**config.mk**
```make
export PLATFORM = sky130hd
export DESIGN_NAME = fb_write_ctrl
export DESIGN_NICKNAME = d
export VERILOG_FILES = /design/src/rtl/fb_pkg.sv /design/src/rtl/fb_fill_engine.sv /design/src/rtl/fb_write_ctrl.sv
export SDC_FILE = /design/constraint.sdc
export NUM_CORES = 1
export LEC_CHECK = 0
export BUFFER_PORTS_ARGS = -buffer_cell sky130_fd_sc_hd__buf_2
export CORE_MARGIN = 2
export CORE_UTILIZATION = 59
export CTS_CLUSTER_SIZE = 24
export DETAILED_ROUTE_END_ITERATION = 8
export PLACE_DENSITY = 0.8
export SLEW_MARGIN = 40
export SYNTH_ARGS = -nofsm -noshare
export SYNTH_HDL_FRONTEND = slang
export SYNTH_SLANG_ARGS = --single-unit
```
**constraint.sdc**
```tcl
create_clock -name i_Clk -period 2.05 [get_ports i_Clk]
set_input_delay 0.3075 -clock i_Clk [delete_from_list [all_inputs] [get_ports i_Clk]]
set_output_delay 0.3075 -clock i_Clk [all_outputs]
set_load 0.02 [all_outputs]
```
**src/rtl/fb_pkg.sv**
```systemverilog
// Shared constants for the framebuffer write controller: opcodes, FSM states,
// framebuffer size and the bit layout of the status byte returned to the SPI master.
package fb_pkg;

   localparam int FB_BYTES = 38400;

   localparam logic [7:0] OP_WRITE   = 8'h01;
   localparam logic [7:0] OP_FILL    = 8'h02;
   localparam logic [7:0] OP_CLR_ERR = 8'h03;

   localparam int ST_BUSY      = 7;
   localparam int ST_ERR_OP    = 6;
   localparam int ST_ERR_RANGE = 5;
   localparam int ST_ERR_OVR   = 4;

   typedef enum logic [2:0] {
      IDLE,
      OPCODE,
      ADDR_HI,
      ADDR_LO,
      DATA,
      FILL_VAL,
      FILLING,
      DISCARD
   } state_t;

   function automatic logic [7:0] status_byte(input logic busy, input logic err_op,
                                              input logic err_range, input logic err_ovr);
      logic [7:0] s;
      s               = '0;
      s[ST_BUSY]      = busy;
      s[ST_ERR_OP]    = err_op;
      s[ST_ERR_RANGE] = err_range;
      s[ST_ERR_OVR]   = err_ovr;
      return s;
   endfunction

endpackage

```
**src/rtl/fb_fill_engine.sv**
```systemverilog
// Full-screen fill: once started, writes one byte per cycle to addresses
// 0..FB_BYTES-1 in ascending order, then drops busy.
module fb_fill_engine #(
   parameter int FB_BYTES = 38400,
   parameter int ADDR_W   = 16
) (
   input  logic              clk,
   input  logic              rst_n,
   input  logic              start,
   input  logic [7:0]        value,
   output logic              busy,
   output logic              done,
   output logic              wr_en,
   output logic [ADDR_W-1:0] addr,
   output logic [7:0]        data
);

   localparam logic [ADDR_W-1:0] LAST_ADDR = ADDR_W'(FB_BYTES - 1);

   assign wr_en = busy;
   // done marks the cycle carrying the final write; busy is low from the next cycle.
   assign done  = busy && (addr == LAST_ADDR);

   always_ff @(posedge clk or negedge rst_n) begin
      if (!rst_n) begin
         busy <= 1'b0;
         addr <= '0;
         data <= '0;
      end else if (start) begin
         busy <= 1'b1;
         addr <= '0;
         data <= value;
      end else if (busy) begin
         if (addr == LAST_ADDR) busy <= 1'b0;
         else                   addr <= addr + ADDR_W'(1);
      end
   end

endmodule

```
**src/rtl/fb_write_ctrl.sv**
```systemverilog
// SPI packet decoder and write-port arbiter for the 640x480 1bpp screen RAM:
// byte writes with auto-increment, hardware fill, and a per-packet status byte.
module fb_write_ctrl #(
   parameter int FB_BYTES = fb_pkg::FB_BYTES,
   parameter int ADDR_W   = 16,
   parameter int CS_SYNC  = 2
) (
   input  logic              i_Clk,
   input  logic              i_Rst_L,
   input  logic              i_SPI_CS_n,
   input  logic              i_RX_DV,
   input  logic [7:0]        i_RX_Byte,
   output logic [7:0]        o_TX_Byte,
   output logic              o_TX_DV,
   output logic              o_Wr_En,
   output logic [ADDR_W-1:0] o_Wr_Addr,
   output logic [7:0]        o_Wr_Data,
   output logic              o_Busy
);

   import fb_pkg::*;

   localparam logic [ADDR_W-1:0] LAST_ADDR = ADDR_W'(FB_BYTES - 1);

   logic [CS_SYNC-1:0] cs_sync_q;
   logic               cs_n;
   logic               cs_n_q;
   logic               cs_fall;

   state_t             state;
   logic [7:0]         addr_hi;
   logic [ADDR_W-1:0]  addr;
   logic               err_op;
   logic               err_range;
   logic               err_ovr;
   logic               fill_cs_fell;

   logic               data_wr_en;
   logic [ADDR_W-1:0]  data_wr_addr;
   logic [7:0]         data_wr_data;

   logic               fill_start;
   logic               fill_busy;
   logic               fill_done;
   logic               fill_wr_en;
   logic [ADDR_W-1:0]  fill_addr;
   logic [7:0]         fill_data;

   assign cs_n       = cs_sync_q[CS_SYNC-1];
   assign cs_fall    = cs_n_q & ~cs_n;
   assign fill_start = (state == FILL_VAL) && i_RX_DV && !cs_n;

   // Synchronizer idles high so leaving reset never looks like a packet start.
   always_ff @(posedge i_Clk or negedge i_Rst_L) begin
      if (!i_Rst_L) begin
         cs_sync_q <= '1;
         cs_n_q    <= 1'b1;
      end else begin
         cs_sync_q <= {cs_sync_q[CS_SYNC-2:0], i_SPI_CS_n};
         cs_n_q    <= cs_n;
      end
   end

   fb_fill_engine #(
      .FB_BYTES (FB_BYTES),
      .ADDR_W   (ADDR_W)
   ) u_fill (
      .clk   (i_Clk),
      .rst_n (i_Rst_L),
      .start (fill_start),
      .value (i_RX_Byte),
      .busy  (fill_busy),
      .done  (fill_done),
      .wr_en (fill_wr_en),
      .addr  (fill_addr),
      .data  (fill_data)
   );

   // NOTE: every state update below uses <= so all branches see pre-edge values.
   always_ff @(posedge i_Clk or negedge i_Rst_L) begin
      if (!i_Rst_L) begin
         state        <= IDLE;
         addr_hi      <= '0;
         addr         <= '0;
         err_op       <= 1'b0;
         err_range    <= 1'b0;
         err_ovr      <= 1'b0;
         fill_cs_fell <= 1'b0;
         data_wr_en   <= 1'b0;
         data_wr_addr <= '0;
         data_wr_data <= '0;
         o_TX_DV      <= 1'b0;
         o_TX_Byte    <= '0;
      end else begin
         data_wr_en <= 1'b0;
         o_TX_DV    <= cs_fall;
         if (cs_fall) o_TX_Byte <= status_byte(fill_busy, err_op, err_range, err_ovr);

         if (state == FILLING) begin
            // The fill runs to completion regardless of CS; incoming bytes are lost.
            if (i_RX_DV) err_ovr      <= 1'b1;
            if (cs_fall) fill_cs_fell <= 1'b1;
            if (fill_done) begin
               fill_cs_fell <= 1'b0;
               if (cs_n)                         state <= IDLE;
               else if (fill_cs_fell || cs_fall) state <= DISCARD;
               else                              state <= OPCODE;
            end
         end else if (cs_n) begin
            state <= IDLE;
         end else begin
            case (state)
               IDLE: state <= OPCODE;
               OPCODE: if (i_RX_DV) begin
                  case (i_RX_Byte)
                     OP_WRITE: state <= ADDR_HI;
                     OP_FILL:  state <= FILL_VAL;
                     OP_CLR_ERR: begin
                        err_op    <= 1'b0;
                        err_range <= 1'b0;
                        err_ovr   <= 1'b0;
                        state     <= DISCARD;
                     end
                     default: begin
                        err_op <= 1'b1;
                        state  <= DISCARD;
                     end
                  endcase
               end
               ADDR_HI: if (i_RX_DV) begin
                  addr_hi <= i_RX_Byte;
                  state   <= ADDR_LO;
               end
               ADDR_LO: if (i_RX_DV) begin
                  if (32'({addr_hi, i_RX_Byte}) >= FB_BYTES) begin
                     err_range <= 1'b1;
                     state     <= DISCARD;
                  end else begin
                     addr  <= ADDR_W'({addr_hi, i_RX_Byte});
                     state <= DATA;
                  end
               end
               DATA: if (i_RX_DV) begin
                  data_wr_en   <= 1'b1;
                  data_wr_addr <= addr;
                  data_wr_data <= i_RX_Byte;
                  addr         <= (addr == LAST_ADDR) ? '0 : addr + ADDR_W'(1);
               end
               FILL_VAL: if (i_RX_DV) state <= FILLING;
               default: ;
            endcase
         end
      end
   end

   // The FSM never has both sources active, so the port select is the fill busy flag.
   assign o_Wr_En   = fill_wr_en | data_wr_en;
   assign o_Wr_Addr = fill_busy ? fill_addr : data_wr_addr;
   assign o_Wr_Data = fill_busy ? fill_data : data_wr_data;
   assign o_Busy    = fill_busy;

endmodule
```
# [Yosys cells after proc, flatten, opt, wreduce, memory -nomap -nowiden]
# Cells that the tools add are included.
# Widths: inputs -> output; s select.
[op_classes] magnitude_cmp=1 n_mux=41 n_eq_ne=26 reduce_logical=23 add_sub_neg=2 n_bitwise=5
[op_table] cell="$mux 16" n=8
[op_table] cell="$add 16x1->16 const B" n=2
[op_table] cell="$eq 16x16->1 const B" n=2
[op_table] cell="$pmux 16 s2" n=1
[op_table] cell="$mux 3" n=9
[op_table] cell="$mux 1" n=17
[op_table] cell="$eq 8x2->1 const B" n=2
[op_table] cell="$ge 16x16->1 const B" n=1
[op_table] cell="$ne 2x2->1 const B" n=8
[op_table] cell="$pmux 3 s5" n=1
[op_table] cell="$ne 4x4->1 const B" n=3
[op_table] cell="$reduce_and 6->1" n=2
[op_table] cell="$reduce_bool 2->1" n=6
[op_table] cell="$reduce_and 5->1" n=2
[op_table] cell="$eq 3x3->1 const B" n=3
[op_table] cell="$eq 8x1->1 const B" n=1
[op_table] cell="$mux 8" n=1
[op_table] cell="$reduce_and 4->1" n=2
[op_table] cell="$reduce_and 7->1" n=1
[op_table] cell="$reduce_bool 7->1" n=1
[op_table] cell="$eq 3x2->1 const B" n=2
[op_table] cell="$pmux 3 s2" n=1
[op_table] cell="$ne 2x1->1 const B" n=2
[op_table] cell="$ne 4x3->1 const B" n=1
[op_table] cell="13 further kinds" n=19
[word_totals] output_inout_bits=35 regBits=89 inputBits=12

# [Logic depth before layout (Yosys ltp)]
[logic_depth] depth_word=7 ltp_mapped=8 ltp_nobuf=6

# [Cells and area by module]
# A second synthesis with hierarchy kept.
[hier_totals] cells_unflattened=473 area_unflattened_um2=4648.2
[modules_own_cells] module="fb_write_ctrl" n_inst=1 cells_per_inst=362 area_per_inst_um2=3450.8
[modules_own_cells] module="fb_fill_engine" n_inst=1 cells_per_inst=111 area_per_inst_um2=1197.4

# [Worst setup path after synthesis]
# No wires, ideal clock.
[synth_path] path_type="register -> output" from="register u_fill.busy" to="output port o_Wr_Addr[10]" setup_slack_ps=234 t_required_ps=1742 arrival_ps=1508 stages_incl_launch_ff=4 cell_sequence="dfrtp_1 -> clkbuf_1 -> buf_2 -> mux2_2"
[synth_between] elab_chain_cells=1
[synth_lines] element="start: declaration" line_no="fb_fill_engine.sv:11" text="output logic busy,"
[synth_lines] element="start signal: assignment" line_no="fb_fill_engine.sv:26" text="busy <= 1'b0;"
[synth_lines] element="start signal: assignment" line_no="fb_fill_engine.sv:30" text="busy <= 1'b1;"
[synth_lines] element="start signal: assignment" line_no="fb_fill_engine.sv:34" text="if (addr == LAST_ADDR) busy <= 1'b0;"
[synth_lines] element="$mux 16" line_no="fb_write_ctrl.sv:158" text="assign o_Wr_Addr = fill_busy ? fill_addr : data_wr_addr;"
[synth_lines] element="end: declaration" line_no="fb_write_ctrl.sv:16" text="output logic [ADDR_W-1:0] o_Wr_Addr,"
# No other way between the ends.

# [Worst setup path after layout]
[layout_path] from="register u_fill.busy" to="output port o_Wr_Addr[2]"
# The elaborated chain is that of the path after synthesis.

==> impl_metrics.json <==
{
  "ctsHtreeMaxLevel": 3,
  "grt_pass1_vias": 3461,
  "finalMaxSlewViolations": 0,
  "min_from": "i_SPI_CS_n",
  "synth_edf_count": 0,
  "r2r-start": "u_fill.addr[9]$_DFFE_PN0P_",
  "design_area_sq_mm": 0.005223,
  "syn-cell-area_sq_mm": 0.004741,
  "finalWorstSetupSlack_ps": 148.7,
  "io_pins": 47,
  "postRouteAntennaNets": 0,
  "worst-path-buf-inv": 2,
  "p_comb_share_pct": 37.3,
  "clock-sinks": 89,
  "synthDistinctLibCells": 70,
  "tns_ps": 0,
  "synthCells": 449,
  "finClkSkew_ps": 8.298,
  "grt_overflow": 0,
  "drc": 0,
  "cp_top_family": "buffers and inverters",
  "yosysWarnings": 0,
  "post_cts_buffers": 0,
  "rsz0062_at_grt": "false",
  "setup_viol": 0,
  "seq_power_share_pct": 45.4,
  "avgSynthCellArea_sq_um": 10.56,
  "netSwitchingPower_mw": 2.915,
  "r2r_end": "state[2]$_DFFE_PN0P_",
  "async_flop_share_pct": 100.0,
  "powerDensity_mw_per_mm2": 1377,
  "grt_max_degree": 46,
  "worstMarginPinSlew_ps": 604.5,
  "p_int_mw": 4.275,
  "initial_core_util_pct": 61.03,
  "num-nets-final": 503,
  "holdPathEnd": "cs_sync_q[0]$_DFF_PN1_",
  "die_w_microns": 93.64,
  "hp-class": "input port to flop",
  "path_depth": 3,
  "core_area_sq_mm": 0.007767,
  "fin_crit_ps": 1901,
  "die_h_microns": 93.64,
  "grtUsageTotal_pct": 26.12,
  "n_antenna_cell": 0,
  "routedWlPerCell_microns": 17.98,
  "status": "complete, no violations",
  "endpoint_kind": "output port",
  "io_buffers": 42,
  "dr_total_vias": 3664,
  "placed_area_sq_mm": 0.005011,
  "dp.final_hpwl_mm": 7.482,
  "cts.repair.resized": 0,
  "vias_per_cell": 6.148,
  "clock_latency_ps": 370,
  "die-area_sq_mm": 0.008768,
  "ir_drop_mv": 0.6445,
  "fillers": 605,
  "maxSlewHeadroom_pct": 59.70,
  "drive_above_1_share_pct": 31.38,
  "power.total_mw": 7.190,
  "r2r_cells": 5,
  "period_share_pct": 92.75,
  "start_kind": "flop",
  "clk_pin_slew_ps": 90,
  "cts_made_buffers": 9,
  "ys.flop_type": "dfrtp_1",
  "wl_mm": 10.72,
  "crit_chain": "buf_4 -> mux2_2 -> buf_2",
  "crit_fanout": 21,
  "worstPathRequired_ps": 1740,
  "clkPwrFrac_pct": 17.2,
  "slowest_delay_ps": 390,
  "cts_tree": "yes",
  "power_leakage_nw": 2.301,
  "drtIter0Drc": 243,
  "drv_cap": 0,
  "seq_area_frac_synth_pct": 47.06,
  "cpMaxStageDelayCell": "dfrtp_1",
  "area_delta_synth_final_pct": 10.16,
  "critical_path_class": "flop to output port",
  "final-hold-violation-count": 0,
  "p_sw_share_pct": 40.54,
  "dp_slack_ps": 188.8,
  "cts_max_path_buffers": 2,
  "grt_pass1_wl_mm": 17.58,
  "drtPass1Iterations": 5,
  "placementRows": 32,
  "gp_congestion": 0.9903,
  "crit_arrival_ps": 1590,
  "ys_ff_latch": 89,
  "antenna_found_initial": 0,
  "hold_depth": 1,
  "rrSetupSlack_ps": 180,
  "max_freq_mhz": 526.0,
  "cts_root_buffer": "clkbuf_8"
}
==> stage by stage <==
step                utilization [%]  hold WS (ps)  cells
floorplan                         -         11.91    452
global placement              64.51         345.0    579
detailed placement            64.51         348.1    579
CTS                           67.24         24.34    596
global route                  67.24         14.80    596
finish                        67.24         33.24    596
==> power by group through the flow <==
stage / Sequential (mW) / Combinational (mW) / Clock, mW
final: 3.27 / 2.68 / 1.24
after global routing: 3.37 / 2.97 / 1.33
after CTS: 3.24 / 2.69 / 1.26
after detailed placement: 3.28 / 2.67 / 0
after global placement: 3.22 / 2.59 / 0
after floorplan: 3.02 / 2.17 / 0
==> per-layer routing <==
layer	GRT usage, %	part of all wire, %	up-vias
li1	-	-	1698
met1	35.99	43	1789
met2	41.55	49	155
met3	4.512	6.4	22
met4	10.02	1.9	0
met5	0	0	-
==> cell usage in the layout (no fill, tap or decap), types with 3 or more instances in the layout <==
master and n:
a21oi_1 24, a22oi_1 3, a31oi_1 3, and3_1 3
and4_1 4, and4bb_2 3, buf_2 41, buf_4 11
clkbuf_8 9, conb_1 4, dfrtp_1 86, dfstp_2 3
inv_1 12, mux2_2 54, nand2_1 47, nand3_1 18
nand4_1 7, nor2_1 29, nor2b_1 4, nor3_1 10
nor3b_1 4, nor4_1 5, nor4b_2 3, o21ai_0 24
o22ai_1 5, or3_1 3, xnor2_1 8, xor2_1 5
==> worst register-to-register path, stage by stage (launching register included) <==
cell and delay, ps:
dfrtp_1 440, and4bb_2 370, nand4_4 160, nor3_2 340, o21ai_2 120, o32a_1 330
==> kinds of logic after synthesis <==
group / Yosys count / synth area share (%)
AND/OR/NAND/NOR: 163 / 20.38
flip-flops: 89 / 47.06
AO/OA/AOI/OAI: 86 / 11.64
multiplexers: 54 / 12.83
buffers and inverters: 41 / 5.093
XOR/XNOR: 13 / 2.402
adder cells (fa/ha/maj): 2 / 0.5278
other: 1 / 0.07910
==> registers in the layout (all words and copies together) (netlist names) <==
name          count
u_fill.busy       1
err_ovr           1
state             3
err_op            1
cs_n_q            1
err_range         1
o_TX_Byte         4
data_wr_data      8
u_fill.addr      16
addr             16
fill_cs_fell      1
cs_sync_q         2
o_TX_DV           1
u_fill.data       8
addr_hi           8
data_wr_addr     16
data_wr_en        1
==> worst max path at each step <==
stage	startpoint	endpoint	slack (ps)
after global placement	addr[1]$_DFFE_PN0P_	addr[1]$_DFFE_PN0P_	240
after global routing	addr[1]$_DFFE_PN0P_	addr[0]$_DFFE_PN0P_	40
after detailed placement	addr[1]$_DFFE_PN0P_	addr[1]$_DFFE_PN0P_	190
after CTS	u_fill.busy$_DFF_PN0_	o_Wr_Addr[14]	140
final	u_fill.busy$_DFF_PN0_	o_Wr_Addr[2]	150
after floorplan	u_fill.busy$_DFF_PN0_	o_Wr_Addr[10]	230
==> synthesized netlist by cell type (4+ instances only) <==
cell       n  area [sq um]
a21oi_1   24         120.1
and4_1     4         35.03
buf_2     10         50.05
buf_4      7         52.55
buf_6      5         56.30
clkbuf_1   6         22.52
dfrtp_1   86          2152
inv_1     12         45.04
mux2_2    54         608.1
nand2_1   47         176.4
nand3_1   18         90.09
nand4_1    7         43.79
nor2_1    29         108.9
nor2b_1    4         25.02
nor3_1    10         50.05
nor3b_1    4         30.03
nor4_1     5         31.28
o21ai_0   24         120.1
o22ai_1    5         31.28
xnor2_1    8         70.07
xor2_1     5         43.79
==> final cells by class <==
class                   count  area (sq um)  area share [%]
well taps                 102         127.6           2.444
repair buffers             55         337.8           6.469
flip-flops and latches     89          2231           42.72
inverters                  12         45.04          0.8625
clock buffers               9         123.9           2.372
multi-input cells         322          2280           43.65
clock inverters             7         77.57           1.485
==> repair_timing <==
item / 4_1_cts / 5_1_grt
setup endpoints to repair: 0 / 0
hold endpoints to repair: 40 / 0
hold buffers: 1 / 0
Note: power is estimated with default switching activity, not from simulation.
